<file path="config.mk">
export PLATFORM = sky130hd
export DESIGN_NAME = sysa_feeder
export DESIGN_NICKNAME = d
export VERILOG_FILES = /design/src/rtl/sysa_pkg.sv /design/src/rtl/sysa_skew_lane.sv /design/src/rtl/sysa_feeder.sv
export SDC_FILE = /design/constraint.sdc
export NUM_CORES = 1
export LEC_CHECK = 0
export ABC_AREA = 1
export BUFFER_PORTS_ARGS = -buffer_cell sky130_fd_sc_hd__buf_2
export CAP_MARGIN = 15
export CORE_MARGIN = 2
export CORE_UTILIZATION = 55
export CTS_CLUSTER_SIZE = 24
export DETAILED_ROUTE_END_ITERATION = 8
export MAX_ROUTING_LAYER = met4
export PLACE_DENSITY = 0.78
export SYNTH_ARGS = -nofsm -noshare
export SYNTH_HDL_FRONTEND = slang
export SYNTH_HIERARCHICAL = 1
export SYNTH_SLANG_ARGS = --single-unit
</file>
<file path="constraint.sdc">
create_clock -name clk -period 6.8 [get_ports clk]
set_input_delay 1.02 -clock clk [delete_from_list [all_inputs] [get_ports clk]]
set_output_delay 1.02 -clock clk [all_outputs]
set_load 0.01 [all_outputs]
</file>
<file path="src/rtl/sysa_pkg.sv">
`default_nettype none
// ============================================================================
//  Module : sysa_pkg
//  Brief  : Shared defaults, feeder state encoding and drain-length helper
//           for the systolic-array feeder.
//  Rev    : 1.0  initial release
// ============================================================================
package sysa_pkg;

  localparam int N_DEF  = 3;   // array dimension
  localparam int DW_DEF = 8;   // activation element width
  localparam int ACC_W  = 16;  // array result width

  typedef enum logic [1:0] {
    ST_IDLE   = 2'd0,
    ST_STREAM = 2'd1,
    ST_DRAIN  = 2'd2,
    ST_DONE   = 2'd3
  } feed_state_t;

  // Zero-injection cycles needed to flush the last vector through an N x N array.
  function automatic int drain_len(input int n);
    return 2 * n - 1;
  endfunction

endpackage
`default_nettype wire

</file>
<file path="src/rtl/sysa_skew_lane.sv">
`default_nettype none
// ============================================================================
//  Module : sysa_skew_lane
//  Brief  : Enable-gated delay line of STAGES registers; one array row's skew.
//  Rev    : 1.0  initial release
// ============================================================================
module sysa_skew_lane #(
  parameter int DW     = 8,
  parameter int STAGES = 1
) (
  input  logic          clk,
  input  logic          rst,
  input  logic          i_en,
  input  logic [DW-1:0] i_d,
  output logic [DW-1:0] o_q
);

  logic [DW-1:0] r_stage [STAGES];

  // Shift the whole chain by one position on each enabled cycle.
  always_ff @(posedge clk) begin
    if (rst) begin
      for (int i = 0; i < STAGES; i++) r_stage[i] <= '0;
    end else if (i_en) begin
      r_stage[0] <= i_d;
      for (int i = 1; i < STAGES; i++) r_stage[i] <= r_stage[i-1];
    end
  end

  assign o_q = r_stage[STAGES-1];

endmodule
`default_nettype wire

</file>
<file path="src/rtl/sysa_feeder.sv">
`default_nettype none
// ============================================================================
//  Module : sysa_feeder
//  Brief  : Upstream feeder for an N x N systolic array. Buffers activation
//           vectors in a FIFO, skews lane k by k cycles, and injects zeros
//           after the last vector of a batch until the array has drained.
//  Config : SYSA_FEED_PERF_EN adds the 16-bit stall_cnt output.
//  Rev    : 1.0  initial release
// ============================================================================
module sysa_feeder
  import sysa_pkg::*;
#(
  parameter int N     = N_DEF,
  parameter int DW    = DW_DEF,
  parameter int DEPTH = 4
) (
  input  logic            clk,
  input  logic            rst,
  input  logic            s_valid,
  output logic            s_ready,
  input  logic [DW*N-1:0] s_data,
  input  logic            s_last,
  output logic [DW*N-1:0] arr_in,
  output logic            arr_en,
  output logic            busy,
  output logic            done
`ifdef SYSA_FEED_PERF_EN
  ,
  output logic [15:0]     stall_cnt
`endif
);

  localparam int AW = $clog2(DEPTH);
  localparam int CW = $clog2(2 * N);  // wide enough to hold 2N-1
  localparam logic [CW-1:0] c_DRAIN_LEN = CW'(drain_len(N));
  localparam logic [CW-1:0] c_CNT_ONE   = CW'(1);

  // ---------------------------------------------------------------- FIFO
  logic [DW*N:0]   r_mem [DEPTH];
  logic [AW:0]     r_wr_ptr;
  logic [AW:0]     r_rd_ptr;
  logic            w_full;
  logic            w_empty;
  logic            w_push;
  logic            w_pop;
  logic [DW*N:0]   w_head;
  logic            w_head_last;
  logic [DW*N-1:0] w_head_data;

  feed_state_t     r_state;
  feed_state_t     w_state_nxt;
  logic [CW-1:0]   r_cnt;
  logic [CW-1:0]   w_cnt_nxt;
  logic            w_adv;
  logic            r_arr_en;
  logic [DW*N-1:0] w_lane_d;

  assign w_empty     = (r_wr_ptr == r_rd_ptr);
  assign w_full      = (r_wr_ptr[AW] != r_rd_ptr[AW]) &&
                       (r_wr_ptr[AW-1:0] == r_rd_ptr[AW-1:0]);
  // A full FIFO refuses the push even when a pop frees a slot this cycle.
  assign w_push      = s_valid && !w_full;
  assign w_pop       = w_adv && (r_state == ST_STREAM);
  assign w_head      = r_mem[r_rd_ptr[AW-1:0]];
  assign w_head_last = w_head[DW*N];
  assign w_head_data = w_head[DW*N-1:0];

  // Store {last, data} at the write pointer; storage needs no reset.
  always_ff @(posedge clk) begin
    if (w_push) r_mem[r_wr_ptr[AW-1:0]] <= {s_last, s_data};
  end

  // Advance the FIFO pointers on accepted pushes and pops.
  always_ff @(posedge clk) begin
    if (rst) begin
      r_wr_ptr <= '0;
      r_rd_ptr <= '0;
    end else begin
      if (w_push) r_wr_ptr <= r_wr_ptr + 1'b1;
      if (w_pop)  r_rd_ptr <= r_rd_ptr + 1'b1;
    end
  end

  // ------------------------------------------------------------ control
  // The skew chain and the array move together: one shift per adv cycle.
  assign w_adv = ((r_state == ST_STREAM) && !w_empty) || (r_state == ST_DRAIN);

  // Hold the state and drain counter.
  always_ff @(posedge clk) begin
    if (rst) begin
      r_state <= ST_IDLE;
      r_cnt   <= '0;
    end else begin
      r_state <= w_state_nxt;
      r_cnt   <= w_cnt_nxt;
    end
  end

  // Next-state logic: stream until the last entry pops, then flush 2N-1 zeros.
  always_comb begin
    w_state_nxt = r_state;
    w_cnt_nxt   = r_cnt;
    case (r_state)
      ST_IDLE: begin
        if (!w_empty) w_state_nxt = ST_STREAM;
      end
      ST_STREAM: begin
        if (w_pop && w_head_last) begin
          w_state_nxt = ST_DRAIN;
          w_cnt_nxt   = c_DRAIN_LEN;
        end
      end
      ST_DRAIN: begin
        w_cnt_nxt = r_cnt - c_CNT_ONE;
        if (r_cnt == c_CNT_ONE) w_state_nxt = ST_DONE;
      end
      ST_DONE: begin
        w_state_nxt = ST_IDLE;
      end
      default: begin
        w_state_nxt = ST_IDLE;
      end
    endcase
  end

  // Register the enable so it lines up with the shifted arr_in value.
  always_ff @(posedge clk) begin
    if (rst) r_arr_en <= 1'b0;
    else     r_arr_en <= w_adv;
  end

  assign w_lane_d = (r_state == ST_STREAM) ? w_head_data : '0;
  assign arr_en   = r_arr_en;
  assign s_ready  = !w_full;
  assign busy     = (r_state != ST_IDLE) || !w_empty;
  assign done     = (r_state == ST_DONE);

  // ------------------------------------------------------------- skew
  for (genvar k = 0; k < N; k++) begin : g_lane
    sysa_skew_lane #(
      .DW     (DW),
      .STAGES (k + 1)
    ) u_lane (
      .clk  (clk),
      .rst  (rst),
      .i_en (w_adv),
      .i_d  (w_lane_d[DW*k +: DW]),
      .o_q  (arr_in[DW*k +: DW])
    );
  end

`ifdef SYSA_FEED_PERF_EN
  logic [15:0] r_stall_cnt;

  // Count STREAM cycles starved by an empty FIFO; restart at each batch start.
  always_ff @(posedge clk) begin
    if (rst) begin
      r_stall_cnt <= '0;
    end else if ((r_state == ST_IDLE) && (w_state_nxt == ST_STREAM)) begin
      r_stall_cnt <= '0;
    end else if ((r_state == ST_STREAM) && w_empty && (r_stall_cnt != 16'hFFFF)) begin
      r_stall_cnt <= r_stall_cnt + 16'd1;
    end
  end

  assign stall_cnt = r_stall_cnt;
`endif

endmodule
`default_nettype wire
</file>
==> impl_metrics.ini, run 1 <==
[run_status]
status = finished, final reports clean

[routing]
drcViolationCount = 0
drt_first_pass_iters = 5
first_iter_violations = 317
wire_per_inst_um = 15.18
vias = 4131
final_antenna_net_count = 0
viasPerCell = 5.113
drt_wl_total_um = 12270

[synth]
synth_largest_type_area_fraction = 0.6489
synth_ff_type = edfxtp_1
synth_edf_count = 148
synth_commonest_cells = 148 x edfxtp_1, 127 x nor2_1, 72 x inv_1
syn_area_per_cell_um2 = 11.71
synth_most_common_cell = edfxtp_1
synth.distinct_cells = 28
synth_fp_nets = 625
ys_seq_elements = 162
async_reset_ff_frac = 0
synth_top_cells_by_area = edfxtp_1 65%, nor2_1 7.0%, dfxtp_1 4.1%
seq_area_frac_synth = 0.6898
yosys_warnings = 6
syn_inst = 585
synth_area_mm2 = 0.006849
yosysTopAreaCell = edfxtp_1

[layout]
multi_input_area_mm2 = 0.001587
final_core_util = 0.6382
seq_area_mm2 = 0.004725
stdcell_area_mm2 = 0.007697
fin_cells = 808
nFillCells = 895
drive_gt1_frac = 0.2332
areaGrowthSynthToFinish_pct = 12.39
nNetsFinal = 666

[placement]
dpl_cell_area_mm2 = 0.007121
dp_cells = 775
hpwl_um = 7256
dpl_worst_slack_ns = 4.449
port_buffers = 55
gp_congestion = 0.8007

[die]
start_util = 0.5678
die-height_um = 115.6
ioPinCount = 56
die_area_mm2 = 0.01336
die_w_um = 115.6
core_mm2 = 0.01206
rows = 40

[global_routing]
grt_max_degree = 52
track_usage = 0.1994
grt_util_met2 = 0.3419
use_met3 = 0.05230
grt_overflow = 0
grt_pass1_vias = 4121
top_usage_layer = met2
grtUsageMet1 = 0.2258
antenna_found_initial = 0
grt_first_pass_wirelength_um = 19280

[timing]
setup_viol_count_final = 0
period_share = 0.3793
hold_viol = 0
layout_setup_ws_ns = 4.221
max_clock_freq_ghz = 0.3877
maxSlewViolCount = 0
rsz0062_at_grt = false
tightestPinTransition_ns = 1.119
maxSlewHeadroom = 0.2527
whs_ns = 0.4848
fin_crit_ns = 2.579
skew_ns = 0.008427
setup_tns_ns = 0

[clock_tree]
numCtsBuffers = 17
clock_latency_ns = 0.42
clk_path_buf_depth = 2
cts.sink_count = 162
cts_resized = 0
cts_root_buf = clkbuf_16
cts_setup_buffers = 0
hold_buffers = 0
path_clk_slew_ns = 0.06
cts-htree-levels = 4
cts_tree = yes

[critical_path]
critical_path_class = reg -> out
worstPathArrival_ns = 1.56
cp_slowest_cell = dfxtp_1
cp.required_ns = 5.78
end_kind = output port
cp_common_cell = nand2_1
cp_slowest_stage_delay_ns = 0.34
cp_cell_sequence = inv_1 > nand2_1 > nand2_2 > nand2_1 > nor2_1 > nand2_1 > buf_2
setup.worst_path.start_class = flop
crit_fanout = 5
reg2regPathDepth = 6

[hold_path]
whs_path_depth = 2
hold_class = reg -> reg

[run]
maxCapViolations = 0

[pwr]
p_total_mw = 2.679
leakage_nw = 2.912
power.density_mw_per_mm2 = 348.0
vdd_ir_drop_max_uv = 255.8
logic make-up (layout without fill, tap and decap cells):
kind of cell,after synthesis,after routing,share of synthesized area
buffers and inverters,113,167,0.07965
AOI/OAI and AO/OA,85,85,0.06211
other,0,1,0
and+or+nand+nor,211,211,0.1440
adders and majority gates,12,12,0.02192
xor gates and xnor gates,2,2,0.002558
DFF,162,162,0.6898
layer usage:
layer  share of wire  vias up
li1                -     2002
met1            0.41     1991
met2            0.52      124
met3           0.048       14
met4           0.015        0
met5               0        -
registers in the layout (all words and copies together), names as in the netlist, named ones only:
name,flops
r_mem,100
g_lane.u_lane/r_stage,48
r_cnt,3
r_rd_ptr,3
r_wr_ptr,3
r_state,2
arr_en,1
where the power goes:
group	leakage, nW	internal, mW	switching (mW)
clock network	0.281	0.540	0.361
registers	1.54	1.24	0.0396
logic	1.09	0.146	0.355
total	2.91	1.92	0.756
cell usage in the layout (no fill, tap or decap), drive strengths merged:
| master | count |
|---|---|
| nand3b | 1 |
| ha | 12 |
| nand2 | 35 |
| dfxtp | 14 |
| or2 | 4 |
| o21ai | 51 |
| nor2 | 159 |
| nand4 | 2 |
| clkinv | 6 |
| buf | 60 |
| diode | 1 |
| a21oi | 34 |
| nand3 | 10 |
| xor2 | 2 |
| clkbuf | 24 |
| clkinvlp | 2 |
| inv | 75 |
| edfxtp | 148 |
final timing paths:
kind                    start                              to  slack (ns)
setup / recovery  r_wr_ptr[0]                            busy        4.22
hold / removal       r_cnt[1]                        r_cnt[1]        0.48
hold reg to reg      r_cnt[1]                        r_cnt[1]        0.48
setup reg to reg         flop  g_lane[1].u_lane/r_stage[0][5]        4.35
layout make-up:
type | count | share of cell area
diodes | 1 | 0.0003251
well taps | 168 | 0.02731
flip-flops and latches | 162 | 0.6138
inverters | 75 | 0.03722
clock inverters | 8 | 0.006339
multi-input cells | 310 | 0.2061
clock buffers | 24 | 0.06827
repair buffers | 60 | 0.04064
worst max-delay path, delay by kind of cell (launching register included):
kind | cells | cell delay, ns
flip-flops | 1 | 0.34
buffers and inverters | 2 | 0.29
AND/OR/NAND/NOR | 5 | 0.50
No activity file was read; power rests on OpenSTA's default activity.
==> inputs of run 2 (changes only) <==
--- a/config.mk
+++ b/config.mk
@@ -5,15 +5,15 @@
 export SDC_FILE = /design/constraint.sdc
 export NUM_CORES = 1
 export LEC_CHECK = 0
-export ABC_AREA = 1
+export ABC_AREA = 0
 export BUFFER_PORTS_ARGS = -buffer_cell sky130_fd_sc_hd__buf_2
 export CAP_MARGIN = 15
 export CORE_MARGIN = 2
-export CORE_UTILIZATION = 55
+export CORE_UTILIZATION = 53
 export CTS_CLUSTER_SIZE = 24
 export DETAILED_ROUTE_END_ITERATION = 8
 export MAX_ROUTING_LAYER = met4
-export PLACE_DENSITY = 0.78
+export PLACE_DENSITY = 0.79
 export SYNTH_ARGS = -nofsm -noshare
 export SYNTH_HDL_FRONTEND = slang
 export SYNTH_HIERARCHICAL = 1
==> constraint.sdc (replaced) <==
create_clock -name clk -period 2.2 [get_ports clk]
set_input_delay 0.33 -clock clk [delete_from_list [all_inputs] [get_ports clk]]
set_output_delay 0.33 -clock clk [all_outputs]
set_load 0.01 [all_outputs]
==> impl_metrics.ini, run 2 <==
[routing]
vias = 3195
wl_met3_um = 492
drt-met1-wl_um = 4594
viasPerCell = 5.238
top_layer = met4
drcViolationCount = 0
final_antenna_net_count = 0
first_iter_violations = 203
wire_per_inst_um = 17.70
drt_first_pass_iters = 4
drt_wl_total_um = 10800
wl_met2_um = 5473

[die]
core_mm2 = 0.01247
die-height_um = 116.3
ioPinCount = 56
start_util = 0.5364
die_area_mm2 = 0.01353
rows = 41
die_w_um = 116.3

[layout]
stdcell_area_mm2 = 0.007631
multi_input_area_mm2 = 0.001684
nFillCells = 865
nNetsFinal = 466
seq_area_mm2 = 0.004726
areaGrowthSynthToFinish_pct = 14.13
final_cell_mix = 148 x edfxtp_1, 55 x buf_2, 38 x and3b_1, 28 x and2_1, 24 x mux4_2
final_core_util = 0.6122
final_common_cell = edfxtp_1
largest_register_ffs = 100
drive_gt1_frac = 0.3158

[placement]
hpwl_um = 6474
dpl_cell_area_mm2 = 0.007128
port_buffers = 55
gp_congestion = 0.8028

[synth]
synth_commonest_cells = 148 x edfxtp_1, 38 x and3b_1, 28 x and2_1
yosysTopAreaCell = edfxtp_1
synth_area_mm2 = 0.006686
synth_most_common_cell = edfxtp_1
synth_largest_type_area_fraction = 0.6647
yosys_warnings = 6
synth_fp_nets = 407
seq_area_frac_synth = 0.7066
syn_area_per_cell_um2 = 18.22
async_reset_ff_frac = 0
ys_seq_elements = 162
synth_ff_type = edfxtp_1
syn_inst = 367
synth.distinct_cells = 39
synth_top_cells_by_area = edfxtp_1 66%, mux4_2 8.1%, and3b_1 5.0%
synth_edf_count = 148

[critical_path]
critical_path_class = reg -> reg
cp.required_ns = 2.29
crit_fanout = 24
cp_slowest_stage_delay_ns = 0.54
worstPathArrival_ns = 2.14
cp_cell_sequence = inv_1 > ha_1 > inv_1 > a31oi_1 > or2_2 > or2_2
cp_top_family = simple AND/OR/NAND/NOR gates
setup.worst_path.start_class = flop
cp_slowest_cell = or2_2
end_kind = flop
crit_buf_inv = 2

[clock_tree]
cts_tree = yes
path_clk_slew_ns = 0.06
cts_setup_buffers = 0
clock_latency_ns = 0.42
cts.sink_count = 162
hold_buffers = 0
clk_path_buf_depth = 2
cts_resized = 0
numCtsBuffers = 17
cts_root_buf = clkbuf_16
cts-htree-levels = 4

[timing]
rsz0062_at_grt = false
period_share = 0.9318
maxSlewHeadroom = 0.5788
max_clock_freq_ghz = 0.4878
setup_tns_ns = 0
maxSlewViolCount = 0
whs_ns = 0.1251
fin_crit_ns = 2.050
tightestPinTransition_ns = 0.6318
hold_viol = 0
setup_viol_count_final = 0
skew_ns = 0.007405

[run_status]
status = finished, final reports clean

[hold_path]
hold_class = in -> reg

[run]
maxCapViolations = 0

[global_routing]
grt_pass1_vias = 3280
antenna_found_initial = 1
grt_max_degree = 36
track_usage = 0.1759
grt_first_pass_wirelength_um = 16940
grt_overflow = 0

[pwr]
p_clk_frac = 0.305
vdd_ir_drop_max_uv = 609.4
swShare = 0.2655
seq_power_share = 0.485
leakage_nw = 2.944
p_comb_frac = 0.210
internal_power_mw = 5.986
power.density_mw_per_mm2 = 1068
p_switching_mw = 2.163
-- run 2: kinds of logic (layout without fill, tap and decap cells) --
logic type                 after synthesis  in the layout  share of synthesized area
muxes                                   29             29                    0.09076
other                                    0              1                          0
AOI/OAI and AO/OA                       16             16                    0.01965
xor gates and xnor gates                 9              9                    0.01179
adders and majority gates               12             12                    0.02245
buffers and inverters                   43            113                    0.04154
DFF                                    162            162                     0.7066
and+or+nand+nor                         96             96                     0.1072
-- run 2: layer usage --
layer  global-route usage  up-vias
li1                     -     1519
met1               0.2132     1590
met2               0.2764       66
met3              0.05241       20
met4              0.07698        0
met5                    -        -
-- run 2: layout make-up --
type,count,share of cell area
Inverter,12,0.005903
Clock buffer,19,0.05673
Multi-Input combinational cell,162,0.2207
Sequential cell,162,0.6193
Antenna cell,1,0.0003279
Clock inverter,11,0.008854
Tap cell,172,0.02820
Timing Repair Buffer,71,0.06001
-- run 2: worst paths after layout --
| check | startpoint | to | slack [ns] | cells after the start |
|---|---|---|---|---|
| setup / recovery | r_state[1] | g_lane[2].u_lane/r_stage[0][4] | 0.15 | 6 |
| hold / removal | s_data[18] | r_mem[1][18] | 0.13 | 1 |
| setup reg to reg | r_state[1] | g_lane[2].u_lane/r_stage[0][4] | 0.15 | 6 |
| hold reg to reg | r_cnt[0] | r_cnt[0] | 0.50 | 2 |
-- run 2: through the flow --
stage | instances | power, mW | setup slack, ns
5_1_grt | 610 | 8.512 | 0.07623
3_5_place_dp | 579 | 5.724 | 0.1652
6_report | 610 | 8.150 | 0.1501
4_1_cts | 609 | 8.220 | 0.1427
2_1_floorplan | 367 | 5.285 | 0.1162
3_3_place_gp | 579 | 5.650 | 0.2552
-- run 2: power groups by stage --
stage          Combinational, mW  Clock, mW  Sequential, mW
2_1_floorplan               1.28          0            4.01
3_3_place_gp                1.66          0            3.99
3_5_place_dp                1.71          0            4.02
4_1_cts                     1.72       2.54            3.96
5_1_grt                     1.87       2.65            4.00
6_report                    1.71       2.49            3.95
==> inputs of run 3 (changes only) <==
--- a/config.mk
+++ b/config.mk
@@ -14,6 +14,7 @@
 export DETAILED_ROUTE_END_ITERATION = 8
 export MAX_ROUTING_LAYER = met4
 export PLACE_DENSITY = 0.79
+export REMOVE_ABC_BUFFERS = 1
 export SYNTH_ARGS = -nofsm -noshare
 export SYNTH_HDL_FRONTEND = slang
 export SYNTH_HIERARCHICAL = 1
==> impl_metrics.ini, run 3 (synthesis results as in run 2) <==
[run_status]
status = finished, final reports clean

[clock_tree]
clk_path_buf_depth = 2
cts_setup_buffers = 0
numCtsBuffers = 17
clock_latency_ns = 0.42
cts_resized = 0
hold_buffers = 0
cts.sink_count = 162
cts-htree-levels = 4
cts_tree = yes
cts_root_buf = clkbuf_16
path_clk_slew_ns = 0.06

[timing]
whs_ns = 0.1278
rsz0062_at_grt = false
skew_ns = 0.01036
tightestPinTransition_ns = 0.6217
period_share = 0.9352
maxSlewViolCount = 0
fin_crit_ns = 2.057
hold_viol = 0
max_clock_freq_ghz = 0.4860
maxSlewHeadroom = 0.5855
setup_tns_ns = 0
setup_viol_count_final = 0

[routing]
first_iter_violations = 216
drt_wl_total_um = 11420
drcViolationCount = 0
final_antenna_net_count = 0
viasPerCell = 5.380
wire_per_inst_um = 18.62
vias = 3298
drt_first_pass_iters = 6

[pwr]
leakage_nw = 2.965
power.density_mw_per_mm2 = 1099
p_switching_mw = 2.209
vdd_ir_drop_max_uv = 546.1
p_clk_frac = 0.328
p_comb_frac = 0.201
internal_power_mw = 6.228
swShare = 0.2618
seq_power_share = 0.472

[global_routing]
grt_max_degree = 31
grt_first_pass_wirelength_um = 17650
grt_pass1_vias = 3344
antenna_found_initial = 0
track_usage = 0.1869
grt_overflow = 0

[die]
die_w_um = 116.3
start_util = 0.5364
die_area_mm2 = 0.01353
ioPinCount = 56
rows = 41
core_mm2 = 0.01247
die-height_um = 116.3

[critical_path]
worstPathArrival_ns = 2.14
setup.worst_path.start_class = flop
timing.rr.start = r_wr_ptr[1]
rrSetupSlack_ns = 0.14
worstSetupEndpoint = g_lane[1].u_lane/r_stage[0][0]
end_kind = flop
reg2regPathDepth = 4
worstSetupStartpoint = r_wr_ptr[1]
r2r-end = g_lane[1].u_lane/r_stage[0][0]
cp.required_ns = 2.28
critical_path_class = reg -> reg
crit_fanout = 16

[hold_path]
hold_class = in -> reg
hp-start = s_data[7]

[layout]
nNetsFinal = 467
final_core_util = 0.6160
stdcell_area_mm2 = 0.007679
largest_register_ffs = 100
drive_gt1_frac = 0.3091
final_common_cell = edfxtp_1
areaGrowthSynthToFinish_pct = 14.84
final_cell_mix = 148 x edfxtp_1, 55 x buf_2, 38 x and3b_1, 28 x and2_1, 24 x mux4_2
fin_cells = 613

[run]
maxCapViolations = 0

[placement]
gp_congestion = 0.8363
dp_cells = 580
dpl_cell_area_mm2 = 0.007123
port_buffers = 55
hpwl_um = 6990
-- run 3: cell count changes in the layout (fill, tap and decap cells not counted) --
cell and delta:
clkinv_2 -3, buf_4 +2, bufinv_16 +2, clkbuf_1 +2, clkinv_1 +2, buf_12 -1
clkinvlp_4 -1, or2_1 +1, or2_2 -1
-- run 3: how the worst min path moves through the flow --
stage	end	slack [ns]	depth (start not counted)
floorplan	r_state[0]	0.40	1
global placement	r_cnt[0]	0.48	2
detailed placement	r_cnt[0]	0.50	2
CTS	r_mem[1][8]	0.11	1
global route	r_mem[3][21]	0.11	1
finish	r_mem[2][7]	0.13	1
-- run 3: area by class of cell --
class | instances | area (um^2)
timing repair buffer | 72 | 452.9
clock inverter | 11 | 112.6
antenna | 1 | 2.502
fill | 876 | 4787
tap | 172 | 215.2
inverter | 12 | 45.04
sequential | 162 | 4726
clock buffer | 21 | 440.4
multi-input combinational | 162 | 1684
-- run 3: power groups by stage --
stage | Sequential, mW | Clock, mW | Combinational, mW
2_1_floorplan | 4.13 | 0 | 0.941
5_1_grt | 4.02 | 2.94 | 1.85
3_3_place_gp | 4.03 | 0 | 1.62
4_1_cts | 3.99 | 2.81 | 1.70
3_5_place_dp | 4.04 | 0 | 1.69
6_report | 3.98 | 2.77 | 1.69
-- run 3: layer usage --
metal / share of wire / GRT usage
met4: 0.013 / 0.08492
met5: 0 / -
met2: 0.53 / 0.3016
met3: 0.055 / 0.04203
met1: 0.41 / 0.2270
-- run 3: critical path: stages (launching register included) --
cell	delay, ns
dfxtp_1	0.38
xnor2_1	0.33
a31oi_1	0.14
or2_2	0.37
or2_1	0.49
-- run 3: metrics by stage --
| stage | setup slack [ns] | power, mW |
|---|---|---|
| 3_5_place_dp | 0.1643 | 5.729 |
| 5_1_grt | 0.005837 | 8.805 |
| 2_1_floorplan | -0.3993 | 5.074 |
| 6_report | 0.1426 | 8.437 |
| 4_1_cts | 0.1380 | 8.502 |
| 3_3_place_gp | 0.2192 | 5.643 |
